### config.mk
export PLATFORM = sky130hd
export DESIGN_NAME = core_multicycle_controller_flat
export DESIGN_NICKNAME = d
export VERILOG_FILES = /design/src/rtl/core_multicycle_controller_if.sv /design/src/rtl/core_multicycle_controller.sv /design/src/flat_wrapper.sv
export SDC_FILE = /design/constraint.sdc
export NUM_CORES = 1
export LEC_CHECK = 0
export ABC_AREA = 1
export CORE_MARGIN = 5
export CORE_UTILIZATION = 48
export DETAILED_ROUTE_END_ITERATION = 6
export GPL_ROUTABILITY_DRIVEN = 0
export PLACE_DENSITY = 0.79
export REMOVE_ABC_BUFFERS = 1
export SLEW_MARGIN = 40
export SYNTH_ARGS = -nofsm -noshare
export SYNTH_HDL_FRONTEND = slang
export SYNTH_SLANG_ARGS = --single-unit
### constraint.sdc
create_clock -name clk -period 1.6 [get_ports clk]
set_input_delay 0.24 -clock clk [delete_from_list [all_inputs] [get_ports clk]]
set_output_delay 0.24 -clock clk [all_outputs]
set_load 0.02 [all_outputs]
### src/rtl/core_multicycle_controller_if.sv
// Unified instruction/data memory handshake between the controller and memory.
// The controller issues requests; memory answers with mem_ready when the access completes.
interface core_multicycle_controller_if;
   logic mem_req;
   logic mem_write;
   logic iord;
   logic mem_ready;

   modport master (
      output mem_req,
      output mem_write,
      output iord,
      input  mem_ready
   );

   modport slave (
      input  mem_req,
      input  mem_write,
      input  iord,
      output mem_ready
   );
endinterface

### src/rtl/core_multicycle_controller.sv
// Moore control FSM for a shared-memory multicycle MIPS datapath, with a
// retired-instruction counter for bring-up.
module core_multicycle_controller #(
   parameter int CNT_W = 32
) (
   input  logic                          clk,
   input  logic                          reset,
   input  logic [5:0]                    opcode,
   input  logic [5:0]                    funct,
   input  logic                          zero,
   core_multicycle_controller_if.master  mem,
   output logic                          ir_write,
   output logic                          pc_en,
   output logic                          reg_write,
   output logic                          reg_dest,
   output logic                          mem_to_reg,
   output logic                          alu_src_a,
   output logic [1:0]                    alu_src_b,
   output logic [1:0]                    pc_src,
   output logic [2:0]                    alu_ctrl,
   output logic                          illegal_instr,
   output logic [3:0]                    state,
   output logic [CNT_W-1:0]              instr_count
);

   typedef enum logic [3:0] {
      S_FETCH   = 4'd0,
      S_DECODE  = 4'd1,
      S_MEMADR  = 4'd2,
      S_MEMRD   = 4'd3,
      S_MEMWB   = 4'd4,
      S_MEMWR   = 4'd5,
      S_EXECUTE = 4'd6,
      S_ALUWB   = 4'd7,
      S_BRANCH  = 4'd8,
      S_ADDIEX  = 4'd9,
      S_ADDIWB  = 4'd10,
      S_JUMP    = 4'd11
   } state_t;

   localparam logic [5:0] OP_LW    = 6'b100011;
   localparam logic [5:0] OP_SW    = 6'b101011;
   localparam logic [5:0] OP_RTYPE = 6'b000000;
   localparam logic [5:0] OP_BEQ   = 6'b000100;
   localparam logic [5:0] OP_ADDI  = 6'b001000;
   localparam logic [5:0] OP_J     = 6'b000010;

   localparam logic [2:0] ALU_ADD = 3'b010;
   localparam logic [2:0] ALU_SUB = 3'b110;
   localparam logic [2:0] ALU_AND = 3'b000;
   localparam logic [2:0] ALU_OR  = 3'b001;
   localparam logic [2:0] ALU_SLT = 3'b111;

   typedef struct packed {
      logic       mem_req;
      logic       mem_write;
      logic       iord;
      logic       ir_write;
      logic       pc_en;
      logic       reg_write;
      logic       reg_dest;
      logic       mem_to_reg;
      logic       alu_src_a;
      logic [1:0] alu_src_b;
      logic [1:0] pc_src;
      logic [2:0] alu_ctrl;
      logic       illegal_instr;
   } ctrl_t;

   state_t             state_reg;
   state_t             state_next;
   ctrl_t              ctrl_next;
   ctrl_t              ctrl;
   logic               retire_next;
   logic [CNT_W-1:0]   count_reg;

   always_ff @(posedge clk) begin
      if (reset) begin
         state_reg <= S_FETCH;
         count_reg <= '0;
      end else begin
         state_reg <= state_next;
         if (retire_next) begin
            count_reg <= count_reg + CNT_W'(1);
         end
      end
   end

   always_comb begin
      state_next         = state_reg;
      ctrl_next          = '0;
      ctrl_next.alu_ctrl = ALU_ADD;
      retire_next        = 1'b0;
      case (state_reg)
         S_FETCH: begin
            ctrl_next.mem_req   = 1'b1;
            ctrl_next.alu_src_b = 2'b01;
            ctrl_next.ir_write  = mem.mem_ready;
            ctrl_next.pc_en     = mem.mem_ready;
            if (mem.mem_ready) begin
               state_next = S_DECODE;
            end
         end
         S_DECODE: begin
            ctrl_next.alu_src_b = 2'b11;
            case (opcode)
               OP_LW, OP_SW: state_next = S_MEMADR;
               OP_RTYPE:     state_next = S_EXECUTE;
               OP_BEQ:       state_next = S_BRANCH;
               OP_ADDI:      state_next = S_ADDIEX;
               OP_J:         state_next = S_JUMP;
               default: begin
                  ctrl_next.illegal_instr = 1'b1;
                  state_next              = S_FETCH;
               end
            endcase
         end
         S_MEMADR: begin
            ctrl_next.alu_src_a = 1'b1;
            ctrl_next.alu_src_b = 2'b10;
            state_next          = (opcode == OP_LW) ? S_MEMRD : S_MEMWR;
         end
         S_MEMRD: begin
            ctrl_next.mem_req = 1'b1;
            ctrl_next.iord    = 1'b1;
            if (mem.mem_ready) begin
               state_next = S_MEMWB;
            end
         end
         S_MEMWB: begin
            ctrl_next.reg_write  = 1'b1;
            ctrl_next.mem_to_reg = 1'b1;
            retire_next          = 1'b1;
            state_next           = S_FETCH;
         end
         S_MEMWR: begin
            ctrl_next.mem_req   = 1'b1;
            ctrl_next.mem_write = 1'b1;
            ctrl_next.iord      = 1'b1;
            if (mem.mem_ready) begin
               retire_next = 1'b1;
               state_next  = S_FETCH;
            end
         end
         S_EXECUTE: begin
            ctrl_next.alu_src_a = 1'b1;
            state_next          = S_ALUWB;
            case (funct)
               6'b100000: ctrl_next.alu_ctrl = ALU_ADD;
               6'b100010: ctrl_next.alu_ctrl = ALU_SUB;
               6'b100100: ctrl_next.alu_ctrl = ALU_AND;
               6'b100101: ctrl_next.alu_ctrl = ALU_OR;
               6'b101010: ctrl_next.alu_ctrl = ALU_SLT;
               default: begin
                  ctrl_next.illegal_instr = 1'b1;
                  state_next              = S_FETCH;
               end
            endcase
         end
         S_ALUWB: begin
            ctrl_next.reg_write = 1'b1;
            ctrl_next.reg_dest  = 1'b1;
            retire_next         = 1'b1;
            state_next          = S_FETCH;
         end
         S_BRANCH: begin
            ctrl_next.alu_src_a = 1'b1;
            ctrl_next.alu_ctrl  = ALU_SUB;
            ctrl_next.pc_src    = 2'b01;
            ctrl_next.pc_en     = zero;
            retire_next         = 1'b1;
            state_next          = S_FETCH;
         end
         S_ADDIEX: begin
            ctrl_next.alu_src_a = 1'b1;
            ctrl_next.alu_src_b = 2'b10;
            state_next          = S_ADDIWB;
         end
         S_ADDIWB: begin
            ctrl_next.reg_write = 1'b1;
            retire_next         = 1'b1;
            state_next          = S_FETCH;
         end
         S_JUMP: begin
            ctrl_next.pc_src = 2'b10;
            ctrl_next.pc_en  = 1'b1;
            retire_next      = 1'b1;
            state_next       = S_FETCH;
         end
         default: begin
            // Unreachable encodings recover to FETCH with every output quiet.
            ctrl_next  = '0;
            state_next = S_FETCH;
         end
      endcase
   end

   // Reset silences every control line, even while the state register is unknown.
   assign ctrl = reset ? '0 : ctrl_next;

   assign mem.mem_req    = ctrl.mem_req;
   assign mem.mem_write  = ctrl.mem_write;
   assign mem.iord       = ctrl.iord;
   assign ir_write       = ctrl.ir_write;
   assign pc_en          = ctrl.pc_en;
   assign reg_write      = ctrl.reg_write;
   assign reg_dest       = ctrl.reg_dest;
   assign mem_to_reg     = ctrl.mem_to_reg;
   assign alu_src_a      = ctrl.alu_src_a;
   assign alu_src_b      = ctrl.alu_src_b;
   assign pc_src         = ctrl.pc_src;
   assign alu_ctrl       = ctrl.alu_ctrl;
   assign illegal_instr  = ctrl.illegal_instr;
   assign state          = state_reg;
   assign instr_count    = count_reg;

endmodule

### src/flat_wrapper.sv
// flat-port wrapper written by rule: the top's interface ports become plain ports
module core_multicycle_controller_flat 
#(
   parameter int CNT_W = 32
)
  (clk, reset, opcode, funct, zero, ir_write, pc_en, reg_write, reg_dest, mem_to_reg, alu_src_a, alu_src_b, pc_src, alu_ctrl, illegal_instr, state, instr_count, mem_mem_req, mem_mem_write, mem_iord, mem_mem_ready);
  core_multicycle_controller_if mem_i ();
  input  logic clk;
  input  logic reset;
  input  logic [5:0] opcode;
  input  logic [5:0] funct;
  input  logic zero;
  output logic ir_write;
  output logic pc_en;
  output logic reg_write;
  output logic reg_dest;
  output logic mem_to_reg;
  output logic alu_src_a;
  output logic [1:0] alu_src_b;
  output logic [1:0] pc_src;
  output logic [2:0] alu_ctrl;
  output logic illegal_instr;
  output logic [3:0] state;
  output logic [CNT_W-1:0] instr_count;
  output wire logic [$bits(mem_i.mem_req)-1:0] mem_mem_req;
  output wire logic [$bits(mem_i.mem_write)-1:0] mem_mem_write;
  output wire logic [$bits(mem_i.iord)-1:0] mem_iord;
  input wire logic [$bits(mem_i.mem_ready)-1:0] mem_mem_ready;
  assign mem_mem_req = mem_i.mem_req;
  assign mem_mem_write = mem_i.mem_write;
  assign mem_iord = mem_i.iord;
  assign mem_i.mem_ready = mem_mem_ready;
  core_multicycle_controller #(.CNT_W(CNT_W)) u_core (.clk(clk), .reset(reset), .opcode(opcode), .funct(funct), .zero(zero), .mem(mem_i), .ir_write(ir_write), .pc_en(pc_en), .reg_write(reg_write), .reg_dest(reg_dest), .mem_to_reg(mem_to_reg), .alu_src_a(alu_src_a), .alu_src_b(alu_src_b), .pc_src(pc_src), .alu_ctrl(alu_ctrl), .illegal_instr(illegal_instr), .state(state), .instr_count(instr_count));
endmodule
# ---- Yosys cells after proc, flatten, opt, wreduce, memory -nomap -nowiden
# Index checks and enable logic that the tools add are counted.
dict set report totals {
  inputBits 16
  out_inout_bits 53
  wordCells 66
  register_bits 36
}
dict set report op_classes {
  add_sub_neg 1
  reduce_logical 13
  n_eq_ne 24
  n_mux 26
}
# op count
set ops {}
lappend ops {{6-bit equality test (second input constant)} 7}
lappend ops {{32-bit by 1-bit adder with 32-bit output (second input constant)} 1}
lappend ops {{4-bit case mux with 7 select lines} 1}
lappend ops {{4-bit case mux with 5 select lines} 1}
lappend ops {{17-bit two-way mux} 1}
lappend ops {{4-bit by 3-bit equality test with 1-bit output (second input constant)} 4}
lappend ops {{4-bit equality test (second input constant)} 4}
lappend ops {{4-bit two-way mux} 3}
lappend ops {{3-bit case mux with 4 select lines} 1}
lappend ops {{1-bit two-way mux} 11}
lappend ops {{10-bit OR reduction} 1}
lappend ops {{5-bit OR reduction} 2}
lappend ops {{3-bit case mux with 3 select lines} 1}
lappend ops {{4-bit by 2-bit equality test with 1-bit output (second input constant)} 2}
lappend ops {{6-bit by 2-bit equality test with 1-bit output (second input constant)} 1}
lappend ops {{6-bit by 3-bit equality test with 1-bit output (second input constant)} 1}
lappend ops {{6-bit by 4-bit equality test with 1-bit output (second input constant)} 1}
lappend ops {{6-bit zero test} 1}
lappend ops {{3-bit two-way mux} 2}
lappend ops {{2-bit != test (second input constant)} 3}
lappend ops {{2-bit case mux with 3 select lines} 1}
lappend ops {{2-bit OR reduction} 3}
lappend ops {{3-bit OR reduction} 2}
lappend ops {{6-bit OR reduction} 1}
lappend ops {{7 further kinds} 8}

# ---- Longest topological paths before layout
dict set report logic_depth {
  word_depth 5
  mapped_depth 10
}

# ---- Worst setup path before layout
# No wires, ideal clock.
dict set report synth_timing {
  path_type {flip-flop to output port}
  start {register u_core.state_reg[2] (netlist: u_core.state[2])}
  end {output alu_ctrl[0]}
  t_required_ns 1.360
  arrival_time_ns 1.602
  path_stages_with_launch 9
  slack_ns -0.242
  cell_sequence {dfxtp_1 -> inv_2 -> nor2_4 -> inv_1 -> nor2_1 -> inv_1 -> nor2_1 -> nand3_1 -> a21oi_1}
}
dict set report synth_via {
  elab_chain_len 4
  elab_cells_between_ends 15
  classes_between {11 x eq/ne; 2 x mux; 2 x reduce/logical}
}
# item line
set synth_lines {}
lappend synth_lines {{from (decl)} core_multicycle_controller.sv:70} ;# state_t state_reg;
lappend synth_lines {{from (signal assigned)} core_multicycle_controller.sv:82} ;# state_reg <= state_next;
lappend synth_lines {{4-bit equality test, or another cell as far along} core_multicycle_controller.sv:94} ;# case (state_reg)
lappend synth_lines {{10-bit OR reduction (no source line)} --}
lappend synth_lines {{3-bit case mux with 3 select lines (*)} core_multicycle_controller.sv:94}
lappend synth_lines {{17-bit two-way mux (*)} core_multicycle_controller.sv:199} ;# assign ctrl = reset ? '0 : ctrl_next;
lappend synth_lines {{to (decl)} flat_wrapper.sv:21} ;# output logic [2:0] alu_ctrl;
# Mark *: on every way between the ends. The rest lies on a longest branch, timed or not.

# ---- Final worst setup path
dict set report layout_timing {
  start {register u_core.state_reg[1] (netlist: u_core.state[1])}
  end {register u_core.count_reg[12] (netlist: u_core.instr_count[12])}
}
dict set report layout_via {
  elab_chain_len 3
  elab_cells_between_ends 8
  classes_between {6 x eq/ne; 1 x mux; 1 x reduce/logical}
}
# item line
set layout_lines {}
lappend layout_lines {{4-bit equality test / 4-bit by 3-bit equality test with 1-bit output (equally long branches)} core_multicycle_controller.sv:94}
lappend layout_lines {{5-bit OR reduction (no source line)} --}
lappend layout_lines {{1-bit case mux with 2 select lines (*)} core_multicycle_controller.sv:94}
lappend layout_lines {{to (signal assigned)} core_multicycle_controller.sv:84} ;# count_reg <= count_reg + CNT_W'(1);
lappend layout_lines {{to (decl)} core_multicycle_controller.sv:75} ;# logic [CNT_W-1:0] count_reg;
# Marked as above.
# A chain may end at the register's enable or synchronous reset.

==> run summary <==
Peak VDD IR: 365 uV
die height: 86.1 um
largest net degree at the start of global routing: 25
Setup Viol. Count Final: 47
drt pass-1 iters: 5
RSZ-0062 raised after global routing: true
die width: 86.1 um
final critical-path required period: 1.85 ns
most numerous cell in the Yosys netlist: nand2_1
hold crit path type: in2reg
post-synth top area cell: dfxtp_1
Routed Antenna Nets: 0
sequential power share: 45.2%
top cell type's share of synthesized area: 25.9%
Max FO, Critical Path: 8
Slew Limit Fails: 0
Crit path largest cell delay: 0.34 ns
Clk pwr share: 36.9%
CP required: 1.79 ns
gr usage total: 25.4%
TritonCTS clock tree: done
Pwr Total: 2.00 mW
Worst Tran Pin Value: 0.426 ns
worst path cell trace: buf_6 -> inv_4 -> buf_6 -> nor2_1 -> nand2_1 -> nand2_2 -> buf_6 -> nor2_4 -> nand2_8 -> buf_6 -> buf_8 -> a21oi_1 -> nor2_1
CTS max path bufs: 2
final WL: 12000 um
core area: 5570 um^2
Site Rows: 27
via count: 3995
max cap viols: 0
most used cell, CP: buf_6
Final Worst Setup Slack: -0.251 ns
layout cell share with drive strength beyond 1: 39.5%
wire per inst: 17.4 um
hold buffer count at CTS: 0
Pwr Density: 416 nW/um^2
I/O pin total: 69
Filler cells: 305
post-synthesis cell type count: 29
Worst EP arrival: 2.05 ns
pre-CTS setup slack: -0.574 ns
register area share after synthesis: 25.9%
routed wl met3: 947 um
final core occ: 86.1%
routed vias/inst: 5.79
# diodes: 0
FFs w/ async S/R, synth: 0%
DP Area: 3960 um^2
Reg area: 734 um^2
Worst-Skew Late Latency: 0.30 ns
Final nets: 635
Post-Syn Area: 2780 um^2
CTS Buf Count: 5
H-tree lvl count: 2
die area: 7420 um^2
Max transition margin: 71.3%
number of global-route vias before repair: 3476
post-route design area: 4800 um^2
failing checks: negative setup slack
R2R Setup Slk: -0.25 ns
CP max stage cell: dfxtp_2
syn_area_per_cell: 5.81 um^2
worst hold slack: 0.366 ns
initial antenna violation count: 0
leakage: 2.29 nW
combinational share of power: 17.9%
Top Metal Used: met4
Synth Warn #: 0
EDFF count, synth: 0
Initial Util: 49.9%
grt total ovfl: 0
Final period util: 116%
CTS clk-pin slew, worst paths: 0.08 ns
Worst Clk Skew: 0.00534 ns
first-pass GRT wire length: 15500 um
Post-Syn Instances: 479
outcome: finished, violations left
DR WL met2: 6010 um
Setup CP Type: reg2reg
max FFs per register: 32
fmax: 0.540 GHz
Top FF cell, synth: dfxtp_1
drt initial violations: 347
M1 WL: 4230 um
CP startpoint kind: register
clk sinks: 36
Sw Share: 27.7%
Port Buffers: 68
Area growth syn-to-layout: 72.4%
Area contributors post-synth: dfxtp_1 (26%), nand2_1 (21%), nor2_1 (13%)
Hold Vio Cnt, Final: 0
CTS Root Cell: clkbuf_8
Detailed Place HPWL: 6790 um
internal cell power: 1.44 mW
CP endpoint kind: register
DRC Markers: 0
commonest cells in the netlist: nand2_1 (153), nor2_1 (97), inv_1 (43), dfxtp_1 (36), nand3_1 (36)
Yosys reg bits: 36
area of the multi-input gates: 2290 um^2
sw power: 0.553 mW
worst paths after layout:
kind,startpoint,to,cells past startpoint
setup / recovery,u_core.state[1],u_core.instr_count[12],13
hold / removal,reset,u_core.state[2],3
setup reg to reg,u_core.state[1],u_core.instr_count[12],13
hold reg to reg,u_core.instr_count[31],u_core.instr_count[31],2
area by class of cell:
type | count | area share (%)
multi-input cells | 385 | 47.7
repair buffers | 143 | 29.1
flip-flops and latches | 36 | 15.3
inverters | 47 | 3.99
clock buffers | 7 | 2.01
well taps | 72 | 1.88
layer usage:
layer | track usage, % | up-vias
met5 | 0 | -
met4 | 10.4 | 0
met3 | 6.05 | 97
met2 | 44.7 | 256
met1 | 29.3 | 1854
li1 | - | 1788
cells in the final DEF, fill, tap and decap left out, drive strengths merged, types with 6 or more instances in the layout:
cell and instances:
clkdlybuf4s50 7, nand3 36, nand2 173, clkbuf 11
dlygate4sd2 35, dfxtp 36, nor3 8, nand4 6
inv 46, nor2 108, buf 89, a21oi 38
dlymetal6s2s 8
worst max-delay path, delay by kind of cell, from the launching register on:
family	cells	cell delay, ns
buffers and inverters	6	0.68
and+or+nand+nor	6	0.55
DFF	1	0.34
AOI/OAI and AO/OA	1	0.16
power by group through the flow:
| stage | clock [mW] | sequential [mW] | combinational (mW) |
|---|---|---|---|
| 2_1_floorplan | 0 | 0.930 | 0.0976 |
| 3_5_place_dp | 0 | 0.924 | 0.276 |
| 3_3_place_gp | 0 | 0.924 | 0.273 |
| 6_report | 0.737 | 0.902 | 0.358 |
| 5_1_grt | 0.782 | 0.902 | 0.378 |
| 4_1_cts | 0.735 | 0.900 | 0.291 |
per-stage QoR:
step,instances,TNS (ns)
detailed placement,667,-7.29
floorplan,468,-2.65
CTS,680,-0.609
global route,690,-10.07
finish,690,-6.59
global placement,667,-6.23
logic make-up (layout without fill, tap and decap cells):
kind of cell	after synthesis	after routing	synth area share [%]
and+or+nand+nor	332	332	51.3
buffers and inverters	58	197	9.40
AOI/OAI and AO/OA	45	45	10.7
DFF	36	36	25.9
xor gates and xnor gates	7	7	2.20
adders and majority gates	1	1	0.450
repair_timing:
action	4_1_cts	5_1_grt
resized for setup	172	129
pin swaps	21	51
endpoints found under the setup margin	77	56
buffers inserted	6	5
cloned	0	5
No activity file was read; power rests on OpenSTA's default activity.
